### config.mk
export PLATFORM = sky130hd
export DESIGN_NAME = i2c_master_arbiter
export DESIGN_NICKNAME = d
export VERILOG_FILES = /design/src/rtl/i2c_master_arbiter.sv
export SDC_FILE = /design/constraint.sdc
export NUM_CORES = 1
export LEC_CHECK = 0
export CAP_MARGIN = 30
export CORE_MARGIN = 10
export CORE_UTILIZATION = 37
export CTS_BUF_LIST = sky130_fd_sc_hd__clkbuf_4 sky130_fd_sc_hd__clkbuf_8
export DETAILED_ROUTE_END_ITERATION = 16
export PLACE_DENSITY_LB_ADDON = 0.25
export SLEW_MARGIN = 15
export SYNTH_ARGS = -nofsm -noshare
export SYNTH_HDL_FRONTEND = slang
export SYNTH_SLANG_ARGS = --single-unit
### constraint.sdc
create_clock -name clk -period 1.7 [get_ports clk]
set_input_delay 0.425 -clock clk [delete_from_list [all_inputs] [get_ports clk]]
set_output_delay 0.425 -clock clk [all_outputs]
set_load 0.05 [all_outputs]
### src/rtl/i2c_master_arbiter.sv
// i2c_master_arbiter: round-robin sharing of one I2C master between two requesters with stall/abort handling
module i2c_master_arbiter #(
    parameter int WD_CYCLES    = 4096,
    parameter int START_CYCLES = 16
) (
    input  logic       clk,
    input  logic       reset,
    input  logic [1:0] req,
    input  logic       req0_rw,
    input  logic       req1_rw,
    input  logic [5:0] req0_nbytes,
    input  logic [5:0] req1_nbytes,
    input  logic [6:0] req0_saddr,
    input  logic [6:0] req1_saddr,
    input  logic [7:0] req0_regaddr,
    input  logic [7:0] req1_regaddr,
    input  logic [7:0] req0_wdata,
    input  logic [7:0] req1_wdata,
    output logic [1:0] gnt,
    output logic [1:0] done,
    output logic [1:0] err,
    output logic [1:0] own_ready,
    output logic       own_ack,
    output logic [7:0] rdata,
    output logic       m_go,
    output logic       m_stop,
    output logic       m_rw,
    output logic [5:0] m_nbytes,
    output logic [6:0] m_saddr,
    output logic [7:0] m_regaddr,
    output logic [7:0] m_wdata,
    input  logic       m_done,
    input  logic       m_ready,
    input  logic       m_ack,
    input  logic [7:0] m_readdata
);
    localparam logic [2:0] IDLE  = 3'd0;
    localparam logic [2:0] GO    = 3'd1;
    localparam logic [2:0] START = 3'd2;
    localparam logic [2:0] RUN   = 3'd3;
    localparam logic [2:0] DRAIN = 3'd4;
    localparam int WW = $clog2(WD_CYCLES + 1);
    localparam int SW = $clog2(START_CYCLES + 1);
    localparam logic [WW-1:0] WD_MAX = WW'(WD_CYCLES - 1);
    localparam logic [SW-1:0] ST_MAX = SW'(START_CYCLES - 1);

    logic [2:0]    state;
    logic          last;
    logic          prev_ready;
    logic [WW-1:0] wd_cnt;
    logic [SW-1:0] start_cnt;
    logic          win;
    logic          owner_req;
    logic          stall;

    // Ties go to whoever was not served last
    assign win       = (req[0] & req[1]) ? ~last : req[1];
    assign owner_req = |(req & gnt);
    assign stall     = (wd_cnt == WD_MAX) && (m_ready == prev_ready);
    assign own_ready = gnt & {2{m_ready}};
    assign own_ack   = |gnt & m_ack;
    assign rdata     = m_readdata;
    assign m_regaddr = gnt[0] ? req0_regaddr : gnt[1] ? req1_regaddr : 8'd0;
    assign m_wdata   = gnt[0] ? req0_wdata : gnt[1] ? req1_wdata : 8'd0;

    always_ff @(posedge clk) begin
        if (reset) begin
            state      <= IDLE;
            last       <= 1'b1;
            gnt        <= '0;
            done       <= '0;
            err        <= '0;
            m_go       <= 1'b0;
            m_stop     <= 1'b0;
            m_rw       <= 1'b0;
            m_nbytes   <= '0;
            m_saddr    <= '0;
            wd_cnt     <= '0;
            start_cnt  <= '0;
            prev_ready <= 1'b0;
        end else begin
            m_go       <= 1'b0;
            m_stop     <= 1'b0;
            done       <= '0;
            err        <= '0;
            prev_ready <= m_ready;
            case (state)
                IDLE: if (m_done && |req) begin
                    gnt      <= win ? 2'b10 : 2'b01;
                    last     <= win;
                    m_rw     <= win ? req1_rw : req0_rw;
                    m_nbytes <= win ? req1_nbytes : req0_nbytes;
                    m_saddr  <= win ? req1_saddr : req0_saddr;
                    state    <= GO;
                end
                GO: begin
                    m_go      <= 1'b1;
                    start_cnt <= '0;
                    state     <= START;
                end
                START: if (!m_done) begin
                    wd_cnt <= '0;
                    state  <= RUN;
                end else if (start_cnt == ST_MAX) begin
                    err   <= gnt;
                    gnt   <= '0;
                    state <= IDLE;
                end else begin
                    start_cnt <= start_cnt + 1'b1;
                end
                RUN: if (m_done) begin
                    done  <= gnt;
                    gnt   <= '0;
                    state <= IDLE;
                end else if (!owner_req || stall) begin
                    m_stop <= 1'b1;
                    state  <= DRAIN;
                end else begin
                    wd_cnt <= (m_ready != prev_ready) ? '0 : wd_cnt + 1'b1;
                end
                DRAIN: if (m_done) begin
                    err   <= gnt;
                    gnt   <= '0;
                    state <= IDLE;
                end
                default: state <= IDLE;
            endcase
        end
    end
endmodule

# Word level (Yosys, flattened, before mapping)
# Index checks and enable logic that the tools add are counted.
[op_classes]
addsub = 2
multipliers = 0
n_div = 0
order_cmp = 0
eq_ne = 19
n_shift = 0
muxes = 35
bitwise = 6
reduce_logical = 19
[ops]
columns = ["cell", "n"]
rows = [
  ["13-bit two-way mux", 4],
  ["8-bit two-way mux", 4],
  ["13-bit case mux with 2 select lines", 1],
  ["3-bit two-way mux", 6],
  ["2-bit two-way mux", 8],
  ["2-bit inequality test (second input constant)", 8],
  ["3-bit case mux with 5 select lines", 1],
  ["13-bit by 1-bit adder with 13-bit output (second input constant)", 1],
  ["13-bit by 12-bit equality test with 1-bit output (second input constant)", 1],
  ["5-bit two-way mux", 2],
  ["5-bit case mux with 2 select lines", 1],
  ["2-bit OR reduction", 5],
  ["4-bit AND reduction", 2],
  ["7-bit two-way mux", 1],
  ["3-bit by 2-bit equality test with 1-bit output (second input constant)", 2],
  ["6-bit two-way mux", 1],
  ["3-bit inequality test (second input constant)", 2],
  ["2-bit case mux with 3 select lines", 1],
  ["5-bit by 1-bit adder with 5-bit output (second input constant)", 1],
  ["5-bit by 4-bit equality test with 1-bit output (second input constant)", 1],
  ["5-bit AND reduction", 1],
  ["2-bit AND", 2],
  ["1-bit two-way mux", 4],
  ["2-bit case mux with 2 select lines", 1],
  ["16 further kinds", 20],
]
[totals]
ff_bits = 45
latchBits = 0
ram_bits = 0
romBits = 0
inputBits = 75
wordCells = 94
n_memories = 0

# Longest topological paths before layout
# Gate-level depths: netlist of run 1.
[depth]
depth_word = 7
depth_mapped = 8

# Worst setup path after synthesis of run 1
# No wires, ideal clock.
[synth_path]
path_kind = "reg-to-output"
start = "reg gnt[1]"
end = "out m_regaddr[4]"
t_arrival_ps = 1857
t_required_ps = 1275
path_slack_ps = -582
path_stages_with_launch = 5
path_cell_list = "dfxtp_1 -> nor2b_1 -> clkbuf_1 -> clkbuf_1 -> a22o_1"
[synth_between]
elab_chain_cells = 2
[synth_lines]
columns = ["item", "line", "source"]
rows = [
  ["start, declared", "19", "output logic [1:0] gnt,"],
  ["start signal, assigned", "89", "gnt <= win ? 2'b10 : 2'b01;"],
  ["8-bit two-way mux (2 in series)", "63", "assign m_regaddr = gnt[0] ? req0_regaddr : gnt[1] ? req1_regaddr : 8'd0;"],
  ["end, declared", "30", "output logic [7:0] m_regaddr,"],
]
# Every way passes these cells.

# Final worst setup path of run 1
[layout_path]
start = "reg wd_cnt[1]"
end = "reg wd_cnt[11]"
[layout_between]
elab_chain_cells = 5
elab_cells_between_ends = 10
classes_between = "add/sub (1); eq/ne (2); mux (4); reduce/logical (3)"
[layout_lines]
columns = ["item", "line", "source"]
rows = [
  ["start, declared", "50", "logic [WW-1:0] wd_cnt;"],
  ["start signal, assigned", "119", "wd_cnt <= (m_ready != prev_ready) ? '0 : wd_cnt + 1'b1;"],
  ["13-bit by 1-bit adder with 13-bit output / 13-bit by 12-bit equality test with 1-bit output (equally long branches)", "119, 59", ""],
  ["13-bit two-way mux / 1-bit logical AND (equally long branches)", "119, 59", ""],
  ["13-bit two-way mux / 1-bit logical OR (equally long branches)", "115", "end else if (!owner_req || stall) begin"],
  ["13-bit two-way mux / 2-bit inequality test (equally long branches)", "-", ""],
  ["13-bit case mux with 2 select lines / 4-bit AND reduction (equally long branches)", "-", ""],
]
# Parallel ways exist; a longest one is shown, timed or not. The select of a mux whose other input is x is not followed.
# A chain may end at the register's enable or synchronous reset.

==> impl_results.rst, run 1 <==
.. list-table::
   :header-rows: 1

   * - Metric
     - Value
   * - Run status
     - finished with violations
   * - Failing checks
     - setup timing
   * - Ratio of final minimum period to clock period
     - 107%
   * - Total Neg Setup Slack
     - -1.19 ns
   * - Number of global-route vias before repair
     - 2815
   * - WL/cell
     - 19.2 um
   * - Power density over cell area
     - 687 mW/mm^2
   * - Worst IR drop on VDD
     - 0.589 mV
   * - Critical path startpoint category
     - register
   * - Share of post-route cells with drive strength above 1
     - 42.4%
   * - Clock buffer depth
     - 2
   * - Number of enable-type register cells in the synthesized netlist
     - 0
   * - Post-layout min period
     - 1.82 ns
   * - Remaining Overflow, GRT
     - 0
   * - Max stage delay on crit path
     - 0.51 ns
   * - Path category of the worst min-delay check
     - reg -> reg
   * - Rows
     - 28
   * - Std-Cell Core Area
     - 0.00603 sq mm
   * - Cell area after technology mapping
     - 0.00235 sq mm
   * - Starting Density
     - 39.0%
   * - TritonCTS buffer count
     - 5
   * - First-pass GRT wire length
     - 14000 um
   * - Number of DRC violations after detailed-routing iteration 0
     - 136
   * - Buffer and inverter count on the worst path
     - 0
   * - Reg clk slew, reported paths
     - 0.10 ns
   * - Count of mapped cells out of synthesis
     - 269
   * - Area of the die
     - 0.00993 sq mm
   * - Final slew viol count
     - 0
   * - Post-synthesis register bit count
     - 45
   * - Clk Tree Root Cell
     - sky130_fd_sc_hd__clkbuf_8
   * - Maximum number of pins on one net before global-route repair
     - 32
   * - Worst relative slew slack
     - 74.5%
   * - Final clock skew
     - 0.0161 ns
   * - Final Hold Fails
     - 0
   * - Detail Placement HPWL
     - 6600 um
   * - PortBufs
     - 107
   * - Synthesis warning total
     - 0
   * - DRC Markers
     - 0
   * - Number of setup violations in the final report
     - 30
   * - Number of max-capacitance violations reported
     - 0
   * - Height of the chip
     - 99.7 um
   * - Arr. time, crit path
     - 2.05 ns
   * - Final worst setup slack
     - -0.115 ns
   * - Primary flip-flop cell chosen by synthesis mapping
     - sky130_fd_sc_hd__dfxtp_1
   * - Routed Antenna Nets
     - 0
   * - GR Util All Layers
     - 17.3%
   * - Clock Sink Count
     - 45
   * - Setup CP Type
     - reg -> reg
   * - Sequential element share of the synthesized area
     - 38.4%
   * - Layout net count
     - 492
   * - Fillcell total
     - 412
   * - Sequence of cells on the critical path
     - ha_4 -> nand4b_1 -> o41ai_4 -> a211o_1 -> or4b_1 -> o22ai_1
   * - Synth async-reset ratio
     - 0%
   * - Crit path max-delay cell type
     - sky130_fd_sc_hd__or4b_1
   * - Delay-heaviest family, CP
     - simple AND/OR/NAND/NOR gates
   * - Count of inserted antenna diode cells
     - 0
   * - TritonCTS clock tree
     - done
   * - CP Max Fanout
     - 2
   * - Leakage Power
     - 1.81 nW
   * - Wirelength, routed
     - 9390 um
   * - Floorplan die width
     - 99.7 um
   * - Maximum clock frequency
     - 551 MHz
   * - Weighted congestion reported at the end of routability-driven placement
     - 0.828
   * - Worst-Skew Late Latency
     - 0.31 ns
   * - Top-Level Pins
     - 124
   * - Pre-Repair DR Iteration Count
     - 4
   * - Avg Synthesized Cell Area
     - 8.73 sq um
   * - Critical path data required time
     - 1.93 ns
   * - Crit end category
     - register
   * - Clock H-tree levels
     - 2
   * - Count of unique library cells instantiated by Yosys
     - 42
   * - Setup repair after global routing missed its margin
     - yes
   * - Total number of vias
     - 2671
   * - Number of nets produced by synthesis
     - 347
   * - Slew @ Worst Pin
     - 0.381 ns
   * - Post-layout total power
     - 3.18 mW
   * - Antenna violations before repair
     - 0
   * - Cts hold-fix bufs
     - 0
   * - Area delta synth->final
     - 96.8%
   * - Post-detailed-route via-to-cell ratio
     - 5.45
==> metrics by stage <==
| stage | area, sq um | utilization (%) | hold slack (ns) | worst slack (ns) | std cells |
|---|---|---|---|---|---|
| after CTS | 4440 | 73.7 | 0.443 | -0.106 | 486 |
| after detailed placement | 4020 | 66.6 | 0.430 | -0.630 | 473 |
| final | 4620 | 76.7 | 0.446 | -0.115 | 490 |
| after global placement | 4020 | 66.6 | 0.422 | -0.583 | 473 |
| after floorplan | 2440 | - | 0.407 | -0.0885 | 269 |
| after global routing | 4620 | 76.7 | 0.488 | -0.171 | 490 |
==> state kept, by name (all words and copies together), names as in the netlist <==
signal	cells
m_rw	1
m_stop	1
start_cnt	5
gnt	2
wd_cnt	13
last	1
m_go	1
err	2
prev_ready	1
done	2
state	3
m_nbytes	6
m_saddr	7
==> area by class of cell <==
type	count	area [sq um]	share of cell area [%]
well taps	75	93.8	2.03
inverters	6	22.5	0.487
clock buffers	6	82.6	1.79
flip-flops and latches	45	928	20.1
clock inverters	2	36.3	0.785
multi-input cells	191	1710	37.1
repair buffers	165	1750	37.8
==> metal layers <==
metal / vias up / GRT usage, % / wire [um]
met2: 60 / 34.4 / 5560
met5: - / 0 / 0
li1: 1283 / - / -
met4: 0 / 6.06 / 175
met3: 20 / 4.22 / 375
met1: 1308 / 16.5 / 3280
==> worst register-to-register path, cell delays in order, from the launching register on <==
cell and delay, ns:
sky130_fd_sc_hd__dfxtp_4 0.36, sky130_fd_sc_hd__ha_4 0.16, sky130_fd_sc_hd__nand4b_1 0.14, sky130_fd_sc_hd__o41ai_4 0.11, sky130_fd_sc_hd__a211o_1 0.30, sky130_fd_sc_hd__or4b_1 0.51
sky130_fd_sc_hd__o22ai_1 0.18
==> synth_stat cells, types with 4 or more instances <==
library cell               count  area, sq um
sky130_fd_sc_hd__nand2_1      18         67.6
sky130_fd_sc_hd__clkbuf_1     14         52.6
sky130_fd_sc_hd__nand3_1       7         35.0
sky130_fd_sc_hd__dfxtp_1      45          901
sky130_fd_sc_hd__a22o_1       17          149
sky130_fd_sc_hd__mux2i_1      19          190
sky130_fd_sc_hd__and2_1        6         37.5
sky130_fd_sc_hd__nor2_1       30          113
sky130_fd_sc_hd__a311oi_1      9         78.8
sky130_fd_sc_hd__nand2b_1      5         31.3
sky130_fd_sc_hd__nor3_1        7         35.0
sky130_fd_sc_hd__a211oi_1     15          113
sky130_fd_sc_hd__o21ai_0       7         35.0
sky130_fd_sc_hd__buf_4         8         60.1
sky130_fd_sc_hd__a21oi_1      10         50.1
sky130_fd_sc_hd__nand4_1       4         25.0
sky130_fd_sc_hd__inv_1         6         22.5
sky130_fd_sc_hd__buf_2         4         20.0
==> cells by family after synthesis <==
kind of cell | Yosys count | synth area share [%]
fa+ha+maj | 3 | 1.60
mux | 19 | 8.10
buf+inv | 33 | 6.77
compound gates | 74 | 24.1
simple gates | 92 | 19.6
flops | 45 | 38.4
xor+xnor | 3 | 1.44
==> where the power goes <==
group	internal (mW)	switching (mW)	total [mW]
Sequential	1.10	0.0433	1.15
Clock	0.479	0.377	0.857
Combinational	0.575	0.598	1.17
Total	2.16	1.02	3.18
==> path summary, 6_finish.rpt <==
kind	start	end	slack [ns]	depth (start not counted)
min reg2reg	wd_cnt[12]$_SDFFE_PP0P_	wd_cnt[12]$_SDFFE_PP0P_	0.45	2
max reg2reg	wd_cnt[1]$_SDFFE_PP0P_	wd_cnt[11]$_SDFFE_PP0P_	-0.12	6
min	wd_cnt[12]$_SDFFE_PP0P_	wd_cnt[12]$_SDFFE_PP0P_	0.45	2
max	wd_cnt[1]$_SDFFE_PP0P_	wd_cnt[11]$_SDFFE_PP0P_	-0.12	6
==> placed cells by master (no fill, tap or decap), drive strengths merged, types with 6 or more instances in the layout <==
cell	n
buf	98
clkdlybuf4s50	62
dfxtp	45
nor2	30
mux2i	19
nand2	18
a22o	17
a211oi	15
a21oi	10
a311oi	9
nor3	8
inv	7
nand3	7
clkbuf	7
o21ai	7
and2	6
==> timing repair <==
item | CTS | global route
pin swaps | 22 | 29
setup buffers | 5 | 4
resized for setup | 55 | 31
endpoints found under the setup margin | 39 | 53
gates cloned | 2 | 1
(Power assumes the default switching activity.)
==> run 2, diff against run 1 <==
--- a/config.mk
+++ b/config.mk
@@ -5,7 +5,8 @@
 export SDC_FILE = /design/constraint.sdc
 export NUM_CORES = 1
 export LEC_CHECK = 0
-export CAP_MARGIN = 30
+export CAP_MARGIN = 10
+export CORE_ASPECT_RATIO = 0.9
 export CORE_MARGIN = 10
 export CORE_UTILIZATION = 37
 export CTS_BUF_LIST = sky130_fd_sc_hd__clkbuf_4 sky130_fd_sc_hd__clkbuf_8
==> run 2 against run 1 <==
Against the previous run: the run still ends with setup timing left; clock power grew 2%; largest power group unchanged; highest routed layer unchanged; clock skew shrank 0.0040 ns; via count shrank 3.5%; largest cell class unchanged.
==> impl_results.rst, run 2 (same netlist as run 1, synthesis figures left out) <==
.. list-table::
   :header-rows: 1

   * - Metric
     - Value
   * - Share of post-route cells with drive strength above 1
     - 38.4%
   * - Detail Placement HPWL
     - 6340 um
   * - Final Hold Fails
     - 0
   * - Setup CP Type
     - reg -> reg
   * - Run status
     - finished with violations
   * - Top reg by flops
     - wd_cnt
   * - First-pass GRT wire length
     - 12700 um
   * - Final slew viol count
     - 0
   * - Layout net count
     - 486
   * - Post-layout min period
     - 1.80 ns
   * - Routed Antenna Nets
     - 0
   * - TritonCTS clock tree
     - done
   * - Total number of vias
     - 2578
   * - Floorplan die width
     - 104 um
   * - Number of setup violations in the final report
     - 25
   * - Design area
     - 0.00449 sq mm
   * - Number of global-route vias before repair
     - 2584
   * - Commonest cells after routing, fill and taps aside
     - sky130_fd_sc_hd__buf_4 (64), sky130_fd_sc_hd__clkdlybuf4s50_1 (63), sky130_fd_sc_hd__dfxtp_1 (32), sky130_fd_sc_hd__nor2_1 (28), sky130_fd_sc_hd__buf_12 (24)
   * - Antenna violations before repair
     - 0
   * - Maximum clock frequency
     - 557 MHz
   * - Height of the chip
     - 95.6 um
   * - Combined area of the multi-input logic cells
     - 0.00161 sq mm
   * - Critical path startpoint category
     - register
   * - Area taken by flip-flops and latches
     - 927 sq um
   * - Clock H-tree levels
     - 2
   * - Number of stages on the worst hold path
     - 2
   * - Ratio of final minimum period to clock period
     - 106%
   * - Reg2reg end
     - wd_cnt[11]$_SDFFE_PP0P_
   * - Remaining Overflow, GRT
     - 0
   * - WL/cell
     - 17.3 um
   * - Weighted congestion reported at the end of routability-driven placement
     - 0.827
   * - CP Max Fanout
     - 2
   * - Delay-heaviest family, CP
     - simple AND/OR/NAND/NOR gates
   * - Clock Sink Count
     - 45
   * - Rows
     - 27
   * - Area delta synth->final
     - 91.0%
   * - TritonCTS buffer count
     - 5
   * - Placed instance area
     - 0.00404 sq mm
   * - Number of max-capacitance violations reported
     - 0
   * - Power density over cell area
     - 708 mW/mm^2
   * - Most common cell after layout, fill and taps aside
     - sky130_fd_sc_hd__buf_4
   * - GR Util All Layers
     - 15.5%
   * - DRC Markers
     - 0
   * - Maximum number of pins on one net before global-route repair
     - 32
   * - Failing checks
     - setup timing
   * - Pre-Repair DR Iteration Count
     - 5
   * - Worst relative slew slack
     - 77.8%
   * - Count of inserted antenna diode cells
     - 0
   * - Registers with the most flip-flops
     - wd_cnt: 13 flops, m_saddr: 7 flops, m_nbytes: 6 flops
   * - Clock buffer depth
     - 2
   * - Wirelength, routed
     - 8580 um
   * - Crit end category
     - register
   * - Depth of the worst register-to-register path
     - 6
   * - PortBufs
     - 107
   * - Arr. time, crit path
     - 2.04 ns
   * - Total Neg Setup Slack
     - -0.618 ns
   * - Worst R2R Setup Slack
     - -0.1 ns
   * - Starting Density
     - 38.2%
   * - Reg clk slew, reported paths
     - 0.09 ns
   * - Crit path max-delay cell type
     - sky130_fd_sc_hd__or4b_1
   * - Critical path data required time
     - 1.94 ns
   * - Util after Layout
     - 73.0%
   * - Final worst setup slack
     - -0.0956 ns
   * - Slew @ Worst Pin
     - 0.333 ns
   * - Cts hold-fix bufs
     - 0
   * - Worst IR drop on VDD
     - 0.502 mV
   * - Number of DRC violations after detailed-routing iteration 0
     - 74
   * - Endpoint, Worst Hold
     - wd_cnt[12]$_SDFFE_PP0P_
   * - Path category of the worst min-delay check
     - reg -> reg
   * - Sequence of cells on the critical path
     - ha_4 -> nand4b_1 -> o41ai_4 -> a211o_1 -> or4b_1 -> o22ai_1
   * - Leakage Power
     - 1.76 nW
   * - Final clock skew
     - 0.0121 ns
   * - Area of the die
     - 0.00994 sq mm
   * - Max stage delay on crit path
     - 0.50 ns
   * - Buffer and inverter count on the worst path
     - 0
   * - Beginning of the worst register-to-register path
     - wd_cnt[1]$_SDFFE_PP0P_
   * - Largest register FFs
     - 13
   * - Fillcell total
     - 423
   * - Clk Tree Root Cell
     - sky130_fd_sc_hd__clkbuf_8
   * - Worst-Skew Late Latency
     - 0.31 ns
   * - Top-Level Pins
     - 124
   * - Start point of the worst hold path
     - wd_cnt[12]$_SDFFE_PP0P_
   * - Setup repair after global routing missed its margin
     - yes
   * - Post-detailed-route via-to-cell ratio
     - 5.20
   * - Std-Cell Core Area
     - 0.00615 sq mm
==> run 2: repair_timing <==
action	4_1_cts	5_1_grt
endpoints found under the setup margin	42	53
resized for setup	43	21
pin swaps	13	9
gates cloned	1	1
buffers inserted	0	1
==> run 2: how the worst max path moves through the flow <==
stage / cells after the start / from / end
floorplan: 4 / gnt[1]$_SDFFE_PP0P_ / m_wdata[0]
global placement: 6 / m_ready / wd_cnt[11]$_SDFFE_PP0P_
detailed placement: 6 / m_ready / wd_cnt[11]$_SDFFE_PP0P_
CTS: 6 / wd_cnt[1]$_SDFFE_PP0P_ / wd_cnt[11]$_SDFFE_PP0P_
global route: 6 / wd_cnt[11]$_SDFFE_PP0P_ / wd_cnt[6]$_SDFFE_PP0P_
finish: 6 / wd_cnt[1]$_SDFFE_PP0P_ / wd_cnt[11]$_SDFFE_PP0P_
==> run 2: report_power, final <==
group | internal [mW] | total [mW] | switching [mW]
logic | 0.569 | 1.16 | 0.594
registers | 1.10 | 1.14 | 0.0397
clock network | 0.496 | 0.871 | 0.376
total | 2.17 | 3.18 | 1.01
==> run 2: through the flow <==
stage	hold slack [ns]	std cells	setup slack, ns	power (mW)
2_1_floorplan	0.407	269	-0.0885	1.75
3_3_place_gp	0.419	485	-0.577	2.21
3_5_place_dp	0.427	485	-0.604	2.23
4_1_cts	0.439	494	-0.101	3.15
5_1_grt	0.471	496	-0.131	3.30
6_report	0.436	496	-0.0956	3.18
==> run 2: layout make-up <==
class / count / share of cell area (%)
flip-flops and latches: 45 / 20.7
inverters: 6 / 0.502
clock buffers: 7 / 2.01
multi-input cells: 191 / 35.9
repair buffers: 159 / 37.8
well taps: 87 / 2.43
clock inverters: 1 / 0.669
==> run 2: worst register-to-register path: cells and delay by family, from the launching register on <==
kind | cells | cell delay [ns]
DFF | 1 | 0.36
AOI/OAI and AO/OA | 3 | 0.57
adders and majority gates | 1 | 0.15
and+or+nand+nor | 2 | 0.65
==> run 2: layer usage <==
layer | GRT usage, % | vias to the layer above | part of all wire [%]
li1 | - | 1270 | -
met1 | 16.2 | 1246 | 39
met2 | 29.9 | 52 | 55
met3 | 4.11 | 10 | 4.4
met4 | 5.32 | 0 | 0.99
met5 | 0 | - | 0
==> run 3, diff against run 2 <==
--- a/config.mk
+++ b/config.mk
@@ -11,7 +11,7 @@
 export CORE_UTILIZATION = 37
 export CTS_BUF_LIST = sky130_fd_sc_hd__clkbuf_4 sky130_fd_sc_hd__clkbuf_8
 export DETAILED_ROUTE_END_ITERATION = 16
-export PLACE_DENSITY_LB_ADDON = 0.25
+export PLACE_DENSITY_LB_ADDON = 0.3
 export SLEW_MARGIN = 15
 export SYNTH_ARGS = -nofsm -noshare
 export SYNTH_HDL_FRONTEND = slang
==> run 3 against run 2 <==
Against the previous run: the flow still finishes with violations (setup timing); routed wire length is 1.3% higher; worst setup slack better by 0.039 ns; fmax is 2.2% higher; hold slack hardly changed; via count is 0.66% lower; flip-flop and latch count stayed put; clock power is 2% lower; sequential share of layout area is 0.50 points lower; design area is 3.0% higher; count of clock-buffer cells in the layout is 1 lower; global-route usage is 0.14 points higher; core utilization is 2.2 points higher; critical endpoint unchanged; highest routed layer unchanged.
==> impl_results.rst, run 3 (same netlist as run 1, synthesis figures left out) <==
.. list-table::
   :header-rows: 1

   * - Metric
     - Value
   * - Remaining Overflow, GRT
     - 0
   * - Starting Density
     - 38.2%
   * - Path category of the worst min-delay check
     - reg -> reg
   * - Number of setup violations in the final report
     - 18
   * - Endpoint, Worst Hold
     - wd_cnt[12]$_SDFFE_PP0P_
   * - Most common cell after layout, fill and taps aside
     - sky130_fd_sc_hd__buf_4
   * - Maximum number of pins on one net before global-route repair
     - 32
   * - Wirelength, routed
     - 8700 um
   * - Layout net count
     - 489
   * - TritonCTS buffer count
     - 5
   * - Area of the die
     - 0.00994 sq mm
   * - Power density over cell area
     - 686 mW/mm^2
   * - Failing checks
     - setup timing
   * - WHS
     - 0.436 ns
   * - Beginning of the worst register-to-register path
     - wd_cnt[1]$_SDFFE_PP0P_
   * - DRC Markers
     - 0
   * - Share of post-route cells with drive strength above 1
     - 42.7%
   * - Count of inserted antenna diode cells
     - 0
   * - Number of global-route vias before repair
     - 2591
   * - Clock H-tree levels
     - 2
   * - Final clock skew
     - 0.00923 ns
   * - Final Hold Fails
     - 0
   * - Placed instance area
     - 0.00406 sq mm
   * - Total Neg Setup Slack
     - -0.426 ns
   * - Design area
     - 0.00462 sq mm
   * - Arr. time, crit path
     - 1.98 ns
   * - Non-Filler Instances
     - 499
   * - Reg2reg end
     - wd_cnt[11]$_SDFFE_PP0P_
   * - Depth of the worst register-to-register path
     - 6
   * - Pre-Repair DR Iteration Count
     - 5
   * - GR Util All Layers
     - 15.6%
   * - Post-layout total power
     - 3.17 mW
   * - Number of DRC violations after detailed-routing iteration 0
     - 79
   * - Maximum clock frequency
     - 569 MHz
   * - PortBufs
     - 107
   * - Worst relative slew slack
     - 73.0%
   * - Post-detailed-route via-to-cell ratio
     - 5.13
   * - First-pass GRT wire length
     - 12900 um
   * - Top-Level Pins
     - 124
   * - Std-Cell Core Area
     - 0.00615 sq mm
   * - Final slew viol count
     - 0
   * - Detail Placement HPWL
     - 6220 um
   * - Start point of the worst hold path
     - wd_cnt[12]$_SDFFE_PP0P_
   * - CP Max Fanout
     - 4
   * - Critical path data required time
     - 1.92 ns
   * - TritonCTS clock tree
     - done
   * - Weighted congestion reported at the end of routability-driven placement
     - 0.851
   * - Critical path startpoint category
     - input port
   * - Final worst setup slack
     - -0.0565 ns
   * - Worst-Skew Late Latency
     - 0.30 ns
   * - Inst Count DP
     - 485
   * - WL/cell
     - 17.4 um
   * - Setup repair after global routing missed its margin
     - yes
   * - Worst R2R Setup Slack
     - -0.05 ns
   * - Run status
     - finished with violations
   * - Slew @ Worst Pin
     - 0.403 ns
   * - Number of stages on the worst hold path
     - 2
   * - Clock Sink Count
     - 45
   * - Rows
     - 27
   * - Area delta synth->final
     - 96.8%
   * - Clock buffer depth
     - 2
   * - Clk Tree Root Cell
     - sky130_fd_sc_hd__clkbuf_8
   * - Floorplan die width
     - 104 um
   * - Worst setup slack after placement
     - -0.616 ns
   * - Reg clk slew, reported paths
     - 0.09 ns
   * - Setup CP Type
     - in -> reg
   * - Height of the chip
     - 95.6 um
   * - Worst IR drop on VDD
     - 0.384 mV
   * - Top reg by flops
     - wd_cnt
   * - Antenna violations before repair
     - 0
   * - Number of max-capacitance violations reported
     - 0
   * - Crit end category
     - register
   * - Post-layout min period
     - 1.76 ns
   * - Util after Layout
     - 75.2%
   * - Commonest cells after routing, fill and taps aside
     - sky130_fd_sc_hd__buf_4 (64), sky130_fd_sc_hd__clkdlybuf4s50_1 (62), sky130_fd_sc_hd__nor2_1 (28), sky130_fd_sc_hd__dfxtp_1 (28), sky130_fd_sc_hd__buf_12 (26)
   * - Routed Antenna Nets
     - 0
   * - Total number of vias
     - 2561
   * - Leakage Power
     - 1.80 nW
   * - Fillcell total
     - 433
   * - Ratio of final minimum period to clock period
     - 103%
   * - Registers with the most flip-flops
     - wd_cnt: 13 flops, m_saddr: 7 flops, m_nbytes: 6 flops
   * - Largest register FFs
     - 13
[run 3: cell count changes in the layout (fill, tap and decap cells not counted), sizes merged]
cell | before | now
clkbuf | 8 | 7
clkinvlp | 0 | 1
dlymetal6s2s | 0 | 1
buf | 92 | 95
clkdlybuf4s50 | 63 | 62
[run 3: per-layer routing]
| metal | vias to the layer above | track usage [%] | routed length, um |
|---|---|---|---|
| li1 | 1269 | - | - |
| met1 | 1226 | 17.5 | 3400 |
| met2 | 51 | 29.1 | 4870 |
| met3 | 15 | 3.78 | 305 |
| met4 | 0 | 4.75 | 122 |
| met5 | - | 0 | 0 |
[run 3: worst max path at each step]
stage / depth (start not counted) / end / startpoint
6_report: 6 / wd_cnt[11]$_SDFFE_PP0P_ / m_ready
5_1_grt: 6 / wd_cnt[11]$_SDFFE_PP0P_ / wd_cnt[7]$_SDFFE_PP0P_
4_1_cts: 6 / wd_cnt[11]$_SDFFE_PP0P_ / wd_cnt[0]$_SDFFE_PP0P_
3_5_place_dp: 6 / wd_cnt[11]$_SDFFE_PP0P_ / m_ready
3_3_place_gp: 6 / wd_cnt[11]$_SDFFE_PP0P_ / m_ready
2_1_floorplan: 4 / m_wdata[0] / gnt[1]$_SDFFE_PP0P_
[run 3: layout make-up]
| class | instances | area [sq um] | share of cell area, % |
|---|---|---|---|
| timing repair buffer | 162 | 1740 | 37.7 |
| multi-input combinational | 191 | 1690 | 36.7 |
| sequential | 45 | 932 | 20.2 |
| tap | 87 | 109 | 2.36 |
| clock buffer | 6 | 82.6 | 1.79 |
| clock inverter | 2 | 37.5 | 0.812 |
| inverter | 6 | 22.5 | 0.487 |
[run 3: timing repair]
action	CTS	global route
setup endpoints to repair	38	54
buffers inserted	3	4
hold buffers	0	0
gates resized for setup	49	33
cloned	1	1
pin swaps	17	22
[run 3: critical path, cell delays in order]
cell and delay [ns]:
sky130_fd_sc_hd__clkdlybuf4s15_1 0.30, sky130_fd_sc_hd__xor2_4 0.21, sky130_fd_sc_hd__o41ai_4 0.10, sky130_fd_sc_hd__a211o_1 0.28, sky130_fd_sc_hd__or4b_1 0.51, sky130_fd_sc_hd__o22ai_1 0.16
[run 3: power breakdown]
part	leakage, nW	switching, mW	internal [mW]
Clock	0.0574	0.375	0.478
Sequential	0.376	0.0443	1.10
Combinational	1.37	0.592	0.575
Total	1.80	1.01	2.16
